$ cat config.mk
export PLATFORM = sky130hd
export DESIGN_NAME = mc_controller
export DESIGN_NICKNAME = d
export VERILOG_FILES = /design/src/rtl/mips_mc_pkg.sv /design/src/rtl/mc_output_decode.sv /design/src/rtl/mc_controller.sv
export SDC_FILE = /design/constraint.sdc
export NUM_CORES = 1
export LEC_CHECK = 0
export CAP_MARGIN = 20
export CORE_ASPECT_RATIO = 0.6
export CORE_MARGIN = 2
export CORE_UTILIZATION = 35
export CTS_BUF_LIST = sky130_fd_sc_hd__clkbuf_8
export DETAILED_ROUTE_END_ITERATION = 7
export DONT_BUFFER_PORTS = 1
export PLACE_DENSITY_LB_ADDON = 0.05
export SLEW_MARGIN = 20
export SYNTH_ARGS = -nofsm -noshare
export SYNTH_HDL_FRONTEND = slang
export SYNTH_SLANG_ARGS = --single-unit
$ cat constraint.sdc
create_clock -name clk -period 2.5 [get_ports clk]
set_clock_uncertainty 0.15 [all_clocks]
set_input_delay 0.375 -clock clk [delete_from_list [all_inputs] [get_ports clk]]
set_output_delay 0.375 -clock clk [all_outputs]
set_load 0.02 [all_outputs]
$ cat src/rtl/mips_mc_pkg.sv
// rtl/mips_mc_pkg.sv - shared types and encodings for the multicycle MIPS control FSM
package mips_mc_pkg;

  typedef enum logic [3:0] {
    S_FETCH,
    S_DECODE,
    S_MEMADR,
    S_MEMRD,
    S_MEMWB,
    S_MEMWR,
    S_EXECUTE,
    S_ALUWB,
    S_BRANCH,
    S_ADDIEXEC,
    S_ADDIWB,
    S_JUMP
  } state_e;

  localparam logic [5:0] OP_RTYPE = 6'b000000;
  localparam logic [5:0] OP_J     = 6'b000010;
  localparam logic [5:0] OP_BEQ   = 6'b000100;
  localparam logic [5:0] OP_ADDI  = 6'b001000;
  localparam logic [5:0] OP_LW    = 6'b100011;
  localparam logic [5:0] OP_SW    = 6'b101011;

  localparam logic [1:0] ALUOP_ADD   = 2'b00;
  localparam logic [1:0] ALUOP_SUB   = 2'b01;
  localparam logic [1:0] ALUOP_FUNCT = 2'b10;

  localparam logic [1:0] SRCB_B       = 2'b00;
  localparam logic [1:0] SRCB_FOUR    = 2'b01;
  localparam logic [1:0] SRCB_IMM     = 2'b10;
  localparam logic [1:0] SRCB_IMM_SH2 = 2'b11;

  localparam logic [1:0] PCSRC_ALU    = 2'b00;
  localparam logic [1:0] PCSRC_ALUOUT = 2'b01;
  localparam logic [1:0] PCSRC_JUMP   = 2'b10;

  function automatic logic op_is_legal(input logic [5:0] op);
    return (op == OP_RTYPE) || (op == OP_J) || (op == OP_BEQ) ||
           (op == OP_ADDI) || (op == OP_LW) || (op == OP_SW);
  endfunction

endpackage

$ cat src/rtl/mc_output_decode.sv
// rtl/mc_output_decode.sv - maps the controller state to its Moore control word
module mc_output_decode
  import mips_mc_pkg::*;
(
  input  logic [3:0] state_i,
  input  logic       mem_ready_i,
  output logic       iord_o,
  output logic       irwrite_o,
  output logic       memwrite_o,
  output logic       regwrite_o,
  output logic       regdst_o,
  output logic       memtoreg_o,
  output logic       alusrca_o,
  output logic [1:0] alusrcb_o,
  output logic [1:0] aluop_o,
  output logic [1:0] pcsrc_o,
  output logic       pcwrite_o,
  output logic       branch_o
);

  state_e st;
  assign st = state_e'(state_i);

  always_comb begin
    iord_o     = 1'b0;
    irwrite_o  = 1'b0;
    memwrite_o = 1'b0;
    regwrite_o = 1'b0;
    regdst_o   = 1'b0;
    memtoreg_o = 1'b0;
    alusrca_o  = 1'b0;
    alusrcb_o  = SRCB_B;
    aluop_o    = ALUOP_ADD;
    pcsrc_o    = PCSRC_ALU;
    pcwrite_o  = 1'b0;
    branch_o   = 1'b0;
    case (st)
      S_FETCH: begin
        // IR load and PC+4 only commit once the instruction word has arrived
        alusrcb_o = SRCB_FOUR;
        irwrite_o = mem_ready_i;
        pcwrite_o = mem_ready_i;
      end
      S_DECODE: alusrcb_o = SRCB_IMM_SH2;
      S_MEMADR: begin
        alusrca_o = 1'b1;
        alusrcb_o = SRCB_IMM;
      end
      S_MEMRD: iord_o = 1'b1;
      S_MEMWB: begin
        memtoreg_o = 1'b1;
        regwrite_o = 1'b1;
      end
      S_MEMWR: begin
        iord_o     = 1'b1;
        memwrite_o = 1'b1;
      end
      S_EXECUTE: begin
        alusrca_o = 1'b1;
        aluop_o   = ALUOP_FUNCT;
      end
      S_ALUWB: begin
        regdst_o   = 1'b1;
        regwrite_o = 1'b1;
      end
      S_BRANCH: begin
        alusrca_o = 1'b1;
        aluop_o   = ALUOP_SUB;
        pcsrc_o   = PCSRC_ALUOUT;
        branch_o  = 1'b1;
      end
      S_ADDIEXEC: begin
        alusrca_o = 1'b1;
        alusrcb_o = SRCB_IMM;
      end
      S_ADDIWB: regwrite_o = 1'b1;
      S_JUMP: begin
        pcsrc_o   = PCSRC_JUMP;
        pcwrite_o = 1'b1;
      end
      default: ;
    endcase
  end

endmodule

$ cat src/rtl/mc_controller.sv
// rtl/mc_controller.sv - multicycle MIPS control FSM with retired-instruction counter
module mc_controller
  import mips_mc_pkg::*;
#(
  parameter int CNT_W = 32
) (
  input  logic             clk,
  input  logic             reset_n,
  input  logic [5:0]       op,
  input  logic             zero,
  input  logic             mem_ready,
  output logic             iord,
  output logic             irwrite,
  output logic             memwrite,
  output logic             regwrite,
  output logic             regdst,
  output logic             memtoreg,
  output logic             alusrca,
  output logic [1:0]       alusrcb,
  output logic [1:0]       aluop,
  output logic [1:0]       pcsrc,
  output logic             pcen,
  output logic             illegal_op,
  output logic [CNT_W-1:0] instr_count
);

  state_e           state_q, state_d;
  logic [CNT_W-1:0] count_q, count_d;
  logic             retire;
  logic             irwrite_w, memwrite_w, regwrite_w, pcwrite_w, branch_w;

  always_comb begin
    state_d = state_q;
    case (state_q)
      S_FETCH:    if (mem_ready) state_d = S_DECODE;
      S_DECODE: begin
        case (op)
          OP_LW, OP_SW: state_d = S_MEMADR;
          OP_RTYPE:     state_d = S_EXECUTE;
          OP_BEQ:       state_d = S_BRANCH;
          OP_ADDI:      state_d = S_ADDIEXEC;
          OP_J:         state_d = S_JUMP;
          default:      state_d = S_FETCH;
        endcase
      end
      S_MEMADR:   state_d = (op == OP_LW) ? S_MEMRD : S_MEMWR;
      S_MEMRD:    if (mem_ready) state_d = S_MEMWB;
      S_MEMWR:    if (mem_ready) state_d = S_FETCH;
      S_EXECUTE:  state_d = S_ALUWB;
      S_ADDIEXEC: state_d = S_ADDIWB;
      S_MEMWB, S_ALUWB, S_BRANCH, S_ADDIWB, S_JUMP: state_d = S_FETCH;
      default:    state_d = S_FETCH;
    endcase
  end

  // Every return to FETCH retires an instruction except the DECODE bail-out on a bad opcode
  assign retire  = (state_d == S_FETCH) && (state_q != S_FETCH) && (state_q != S_DECODE);
  assign count_d = retire ? count_q + CNT_W'(1) : count_q;

  always_ff @(posedge clk) begin
    if (!reset_n) begin
      state_q <= S_FETCH;
      count_q <= '0;
    end else begin
      state_q <= state_d;
      count_q <= count_d;
    end
  end

  mc_output_decode u_decode (
    .state_i     (state_q),
    .mem_ready_i (mem_ready),
    .iord_o      (iord),
    .irwrite_o   (irwrite_w),
    .memwrite_o  (memwrite_w),
    .regwrite_o  (regwrite_w),
    .regdst_o    (regdst),
    .memtoreg_o  (memtoreg),
    .alusrca_o   (alusrca),
    .alusrcb_o   (alusrcb),
    .aluop_o     (aluop),
    .pcsrc_o     (pcsrc),
    .pcwrite_o   (pcwrite_w),
    .branch_o    (branch_w)
  );

  // State-changing strobes are masked while reset is held so nothing commits mid-reset
  assign irwrite     = irwrite_w & reset_n;
  assign memwrite    = memwrite_w & reset_n;
  assign regwrite    = regwrite_w & reset_n;
  assign pcen        = (pcwrite_w | (branch_w & zero)) & reset_n;
  assign illegal_op  = (state_q == S_DECODE) && !op_is_legal(op) && reset_n;
  assign instr_count = count_q;

endmodule

======== Yosys cells after proc, flatten, opt, wreduce, memory -nomap -nowiden ========
Index checks and enable logic that the tools add are counted.
operators by class
  add/subtract/negate cells ............... 1
  equal/unequal tests ..................... 17
  multiplexer cells ....................... 18
  bitwise operators ....................... 6
  reductions and logical operators ........ 19
operators with widths
  kind                                                    number
  adder 32 x 1 -> 32 bit (second input constant)          1
  case mux 4 bit (7 select lines)                         1
  case mux 4 bit (5 select lines)                         1
  == test 4 x 3 -> 1 bit (second input constant)          4
  == test 4 bit (second input constant)                   4
  == test 6 bit (second input constant)                   2
  2-to-1 mux 4 bit                                        3
  == test 4 x 2 -> 1 bit (second input constant)          2
  zero test 4 bit                                         2
  2-to-1 mux 1 bit                                        8
  case mux 2 bit (2 select lines)                         2
  == test 6 x 2 -> 1 bit (second input constant)          1
  == test 6 x 3 -> 1 bit (second input constant)          1
  == test 6 x 4 -> 1 bit (second input constant)          1
  zero test 6 bit                                         1
  case mux 2 bit (3 select lines)                         1
  OR reduction 2 bit                                      3
  AND 1 bit                                               5
  logical OR 1 bit                                        5
  == test 4 x 1 -> 1 bit (second input constant)          1
  logical AND 1 bit                                       4
  inequality test 4 x 1 -> 1 bit (second input constant)  1
  nonzero test 4 bit                                      1
  OR reduction 4 bit                                      1
  other kinds (5)                                         5
storage, ports and cells
  register bits ........................... 36
  input port bits ......................... 10
  output and inout port bits .............. 47
  logic and storage cells ................. 63

======== Longest topological paths before layout ========
Gate-level depths: netlist (run 1).
  depth after elaboration ................. 9
  depth in mapped cells ................... 10
  mapped depth without buffers ............ 6

======== Cells and area by module ========
From an unflattened synthesis (run 1), not the netlist that was laid out.
second synthesis, totals
  cell total of the unflattened synthesis .. 265
  area total of the unflattened synthesis .. 2097.0 um^2
by module, submodules not included
  module            instances  cells each  area each (um^2)  sequential area each (um^2)
  mc_controller     1          237         1926.8            720.7
  mc_output_decode  1          28          170.2             0.0

======== Worst setup path before layout (run 1) ========
Ideal clock, no wire load.
  path kind ............................... register to register
  start ................................... reg count_q[4], in the netlist instr_count[4]
  end ..................................... reg count_q[22], in the netlist instr_count[22]
  library setup time ...................... 0.070 ns
  data arrival time ....................... 2.056 ns
  required time ........................... 2.280 ns
  slack ................................... 0.224 ns
  cell stages (with the launch flop) ...... 7
  cell sequence ........................... dfxtp_1 and4_1 nand3_1 or3_1 or3_1 or3_1 a21oi_1
on the way
  word-level cells in the longest chain between the ends .. 1
RTL lines
  what                      RTL line             RTL
  start: declaration        mc_controller.sv:28  logic [CNT_W-1:0] count_q, count_d;
  start signal: assignment  mc_controller.sv:66  count_q <= count_d;
  adder 32 x 1 -> 32 bit    mc_controller.sv:58  assign count_d = retire ? count_q + CNT_W'(1) : count_q;
Every way passes these cells.
A chain may end at the register's enable or synchronous reset.

======== Worst setup path in the final report (run 1) ========
  start ................................... reg state_q[2]
  end ..................................... reg count_q[6], in the netlist instr_count[6]
on the way
  word-level cells in the longest chain between the ends .. 5
  elaborated cells between the ends (all ways) .. 16
  classes of those cells .................. 7 x eq/ne; 4 x mux; 5 x reduce/logical
RTL lines
  what                                   RTL line             RTL
  start: declaration                     mc_controller.sv:27  state_e state_q, state_d;
  start signal: assignment               mc_controller.sv:65  state_q <= state_d;
  == test 4 bit (tied with other cells)  mc_controller.sv:34  case (state_q)
  case mux 4 bit (7 select lines)        mc_controller.sv:34
  zero test 4 bit                        mc_controller.sv:57  assign retire = (state_d == S_FETCH) && (state_q != S_FETCH) && (state_q != S_DECODE);
  logical AND 1 bit                      mc_controller.sv:57
  logical AND 1 bit *                    mc_controller.sv:57
Mark *: on every way between the ends. The rest lies on a longest branch, timed or not.

==> results of run 1 <==
[timing repair]
action / CTS / global route
endpoints found under the setup margin: 0 / 17
hold endpoints to repair: 0 / 0
resized for setup: 0 / 7
[worst max-delay path: stages, from the launching register on]
cell      delay [ns]
dfxtp_2         0.35
buf_4           0.17
nand3b_1        0.09
a31oi_1         0.12
a311oi_4        0.41
nand3_2         0.16
buf_12          0.20
or4_1           0.50
a21oi_1         0.17
[how the worst max path moves through the flow]
stage / startpoint / endpoint / slack (ns) / cells after the start
floorplan: instr_count[4] / instr_count[22] / 0.22 / 6
finish: state_q[2] / instr_count[6] / 0.10 / 8
detailed placement: state_q[0] / instr_count[9] / 0.1 / 7
CTS: state_q[0] / instr_count[6] / 0.07 / 7
global route: state_q[1] / instr_count[6] / 0.006 / 8
global placement: state_q[0] / instr_count[12] / 0.14 / 7
[power by group through the flow]
stage               clock network, mW  registers [mW]  logic, mW
finish                          0.389           0.578     0.0773
CTS                             0.407           0.577     0.0758
global placement                    0           0.591     0.0762
global route                    0.425           0.578     0.0861
floorplan                           0           0.590     0.0561
detailed placement                  0           0.591     0.0754
[stage by stage]
| stage | instance area, µm² | utilization, % |
|---|---|---|
| 2_1_floorplan | 2143 | - |
| 3_3_place_gp | 2491 | 41.51 |
| 3_5_place_dp | 2491 | 41.51 |
| 4_1_cts | 2569 | 42.81 |
| 5_1_grt | 2589 | 43.14 |
| 6_report | 2589 | 43.14 |
[sequential cells by signal, indices dropped and copies added, names as in the netlist]
register and flops:
state_q 4, instr_count 32
[Yosys cell counts (all sizes together), types with 2 or more instances]
| cell | instances |
|---|---|
| o41ai | 4 |
| nor4 | 3 |
| a21o | 3 |
| o211ai | 3 |
| or3 | 13 |
| and3 | 3 |
| dfxtp | 36 |
| nor3 | 13 |
| a31oi | 3 |
| buf | 11 |
| o31ai | 10 |
| o21ai | 12 |
| nand4 | 9 |
| nand2 | 23 |
| mux2i | 3 |
| xnor2 | 3 |
| xor2 | 2 |
| o311ai | 4 |
| clkbuf | 8 |
| or4 | 12 |
| nand3 | 15 |
| inv | 8 |
| nor2 | 24 |
| a21oi | 23 |
| nor4b | 2 |
| nand2b | 10 |
| and4 | 4 |
[layout by cell type (no fill, tap or decap), drive strengths merged, types with 2 or more instances in the layout]
cell type / netlist / routed
a21oi: 23 / 23
xor2: 2 / 2
inv: 8 / 9
and4: 4 / 4
and3: 3 / 3
nand4: 9 / 9
nor4: 3 / 3
o41ai: 4 / 4
mux2i: 3 / 3
o31ai: 10 / 10
xnor2: 3 / 3
nor3: 13 / 13
clkbuf: 8 / 5
a31oi: 3 / 3
or3: 13 / 13
nor2: 24 / 24
nand2: 23 / 23
nand2b: 10 / 10
or4: 12 / 12
nor4b: 2 / 2
o211ai: 3 / 3
nand3: 15 / 15
o311ai: 4 / 4
a21o: 3 / 3
o21ai: 12 / 12
buf: 11 / 43
dfxtp: 36 / 36
[layout make-up]
| class | instances | area, µm² | share of cell area (%) |
|---|---|---|---|
| sequential | 36 | 724.4 | 27.98 |
| timing repair buffer | 43 | 347.8 | 13.44 |
| multi-input combinational | 214 | 1304 | 50.36 |
| clock buffer | 5 | 68.82 | 2.658 |
| clock inverter | 2 | 8.758 | 0.3383 |
| tap | 84 | 105.1 | 4.060 |
| inverter | 8 | 30.03 | 1.160 |
[cells by family after synthesis]
family                     after synthesis  share of synthesized area [%]
muxes                                    3                          1.401
xor gates and xnor gates                 5                          2.044
AOI/OAI and AO/OA                       68                          20.55
buffers and inverters                   27                          6.305
adders and majority gates                1                         0.5837
and+or+nand+nor                        137                          35.49
DFF                                     36                          33.63
[per-layer routing]
metal	wire length (µm)	global-route usage, %	share of wire, %	up-vias
met4	25	4.167	0.41	0
met2	2432	25.49	40	63
li1	-	-	-	1108
met5	0	0	0	-
met1	3178	26.66	52	1002
met3	428	6.137	7.1	2
==> impl_metrics.ini, run 1 <==
[worst_setup_path]
r2r_start = state_q[2]
start_kind = register
arrival_ns = 2.45
rrSetupSlack_ns = 0.10
cp_data_required_time_ns = 2.55
reg2reg_depth = 8
cp_max_fo = 41
worst_setup_path_end_kind = register
crit_type = register to register
rr_endpoint = instr_count[6]

[layout]
drive_gt1_share_pct = 18.51
nets = 319
stdcell_count = 392
syn_to_final_growth_pct = 20.78
antenna_cells = 0
fill_cells = 624

[place]
hpwl_mm = 4.338
place_worst_setup_slack_ns = 0.09825
gp_congestion = 0.8145
placement.io_buffers = 0
placedCellCount = 385

[synth]
syn_nets = 288
synthCells = 277
synth_cell_types = 44
avgSynthCellArea_um2 = 7.738
synth_top_cell_by_area = dfxtp_1
yosys.area.top_type_share_pct = 33.63
async_flop_share_pct = 0
yosys_warnings = 0
syn_area_mm2 = 0.002143
synth_edf_count = 0
ys_ff_latch = 36
synthTopCellsByArea = dfxtp_1 (34%), a21oi_1 (5.4%), nor2_1 (4.2%), or4_1 (4.2%), nand2_1 (4.0%)
synth_top_flop_cell = dfxtp_1
ys_seq_area_share_pct = 33.63

[min_path]
holdPathEnd = instr_count[23]
holdPathStages = 2
hp-start = reset_n
hold_path_class = input port to register

[drt]
dr.pass1.iters = 4
wl_per_cell_um = 15.47
routed_wl_mm = 6.064
dr_total_vias = 2175
routed_via_density = 5.548
postRouteAntennaNets = 0
drt-initial-drc-count = 161
drcViolationCount = 0

[pwr]
p_int_uw = 790.4
p_leak_nw = 0.8883
swShare_pct = 24.32
power_frac_seq_pct = 55.3
irDropWorstVdd_mv = 0.1803
power_mw = 1.044
powerDensity_mw_per_mm2 = 403.4
p_comb_share_pct = 7.4
pwr-share-clk_pct = 37.2
switchingPower_uw = 254.0

[status]
outcome = completed

[timing]
worst_pin_slew_ns = 0.6100
setup_tns_ns = 0
fmax_mhz = 417.0
hold_viol = 0
finalCritPeriodShare_pct = 95.91
rsz0062_at_grt = false
setup_viol = 0
layout_setup_ws_ns = 0.1021
hold_slack_ns = 0.08742
drv_slew = 0
slew_headroom_pct = 58.76
finalCriticalPeriod_ns = 2.398

[grt]
grt_pass1_wl_mm = 9.936
antenna_found_initial = 0
grt_max_degree = 42
grt_util_all_layers_pct = 18.21
gr-total-overflow = 0
grt_pass1_vias = 1914

[clocking]
insertion_delay_ns = 0.28
root_buffer = clkbuf_8
cts_made_buffers = 5
cts_max_path_buffers = 2
htreeDepth = 2
cts_tree = done
path_clk_slew_ns = 0.07
cts_hold_buf = 0
cts_setup_buffers = 0
numClockSinks = 36

[die]
start_util_pct = 35.72
die_y_um = 64.62
coreArea_mm2 = 0.006001
std_cell_rows = 22
dieArea_mm2 = 0.006786
io_pins = 57
die_x_um = 105.0

[run]
cap_violations = 0
(Power assumes the default switching activity.)
==> inputs of run 2 (changes only) <==
- CORE_UTILIZATION: 35 -> 30
==> impl_metrics.ini, run 2 (synthesis gave the netlist of run 1 again) <==
[status]
outcome = complete, but fails checks
violations = design-rule violations

[clocking]
insertion_delay_ns = 0.29
htreeDepth = 2
cts_hold_buf = 0
path_clk_slew_ns = 0.07
cts_made_buffers = 5
cts_tree = done
cts_max_path_buffers = 2
root_buffer = clkbuf_8
numClockSinks = 36

[grt]
grt_pass1_wl_mm = 10.43
gr-usage-met2_pct = 22.29
met1_usage_pct = 25.12
gr-total-overflow = 0
top_usage_layer = met1
grt_max_degree = 42
grt_util_all_layers_pct = 16.54
grt_pass1_vias = 2001
use_met3_pct = 6.206
antenna_found_initial = 0

[worst_setup_path]
crit_type = register to register
cp_max_fo = 21
reg2reg_depth = 8
endpoint = instr_count[18]
start_kind = register
critPathLaunch = state_q[0]
rr_endpoint = instr_count[18]
rrSetupSlack_ns = 0.11
cp_data_required_time_ns = 2.57
r2r_start = state_q[0]
arrival_ns = 2.46
worst_setup_path_end_kind = register

[place]
hpwl_mm = 4.679
gp_congestion = 0.7572
place_worst_setup_slack_ns = 0.09613
placement.io_buffers = 0

[layout]
multi_input_area_mm2 = 0.001315
nets = 321
drive_gt1_share_pct = 19.03
syn_to_final_growth_pct = 22.42
largest_register_ffs = 32
antenna_cells = 0
final_common_cell = buf_4
final_cell_mix = buf_4 (43), dfxtp_1 (35), nor2_1 (24)
fill_cells = 692
layout.area.seq_um2 = 724.4

[pwr]
irDropWorstVdd_mv = 0.1639
p_leak_nw = 0.9020
powerDensity_mw_per_mm2 = 402.0

[drt]
routed_wl_mm = 6.565
routed_via_density = 5.559
wl_per_cell_um = 16.54
dr_total_vias = 2207
drt-initial-drc-count = 148
dr.pass1.iters = 6
postRouteAntennaNets = 0
drcViolationCount = 3

[die]
io_pins = 57
std_cell_rows = 23
die_x_um = 113.1
coreArea_mm2 = 0.006792
die_y_um = 69.47
dieArea_mm2 = 0.007858
start_util_pct = 31.56

[timing]
finalCriticalPeriod_ns = 2.390
finalCritPeriodShare_pct = 95.59
fmax_mhz = 418.4
layout_setup_ws_ns = 0.1102
slew_headroom_pct = 58.23
setup_viol = 0
hold_slack_ns = 0.08748
drv_slew = 0
hold_viol = 0
worst_pin_slew_ns = 0.6217

[run]
cap_violations = 0

[min_path]
hold_path_class = input port to register
==> run 2: cell type report <==
cell class / count / share of cell area [%]
Clock inverter: 2 / 0.3338
Clock buffer: 5 / 2.623
Multi-Input combinational cell: 214 / 50.12
Inverter: 8 / 1.144
Sequential cell: 36 / 27.61
Timing Repair Buffer: 45 / 14.02
Tap cell: 87 / 4.149
==> run 2: critical path, cell delays in order (launching register included) <==
cell and delay, ns:
dfxtp_4 0.38, buf_4 0.17, nand4b_1 0.10, a31oi_2 0.14, a311oi_4 0.38, nand3_2 0.17, buf_12 0.18, or4_1 0.50
a21oi_1 0.16
==> run 2: where the power goes <==
part           internal (mW)  switching (mW)
sequential             0.574         0.00334
clock                  0.186           0.215
combinational         0.0283          0.0486
total                  0.788           0.266
==> run 2: how the worst min path moves through the flow <==
stage                     startpoint  slack, ns  depth (start not counted)              end
after floorplan              reset_n       0.37                          2  instr_count[25]
after global placement       reset_n       0.38                          2  instr_count[24]
after detailed placement     reset_n       0.38                          2   instr_count[1]
after CTS                    reset_n       0.07                          2  instr_count[26]
after global routing         reset_n       0.07                          2  instr_count[26]
final                        reset_n       0.09                          2  instr_count[25]
==> run 2: stage by stage <==
stage / power (mW) / instance area, µm² / utilization (%) / instances / setup TNS, ns
global route: 1.105 / 2624 / 38.63 / 397 / -0.006192
finish: 1.055 / 2624 / 38.63 / 397 / 0
floorplan: 0.6458 / 2143 / - / 277 / 0
global placement: 0.6657 / 2482 / 36.55 / 388 / 0
CTS: 1.069 / 2560 / 37.69 / 395 / 0
detailed placement: 0.6652 / 2482 / 36.55 / 388 / 0
==> run 2: timing repair <==
item                                    4_1_cts  5_1_grt
endpoints found under the setup margin        0       12
setup buffers                                 0        1
resized for setup                             0        6
==> run 2: layer usage <==
layer | part of all wire, % | vias up
li1 | - | 1112
met1 | 54 | 1047
met2 | 39 | 46
met3 | 6.6 | 2
met4 | 0.20 | 0
met5 | 0 | -
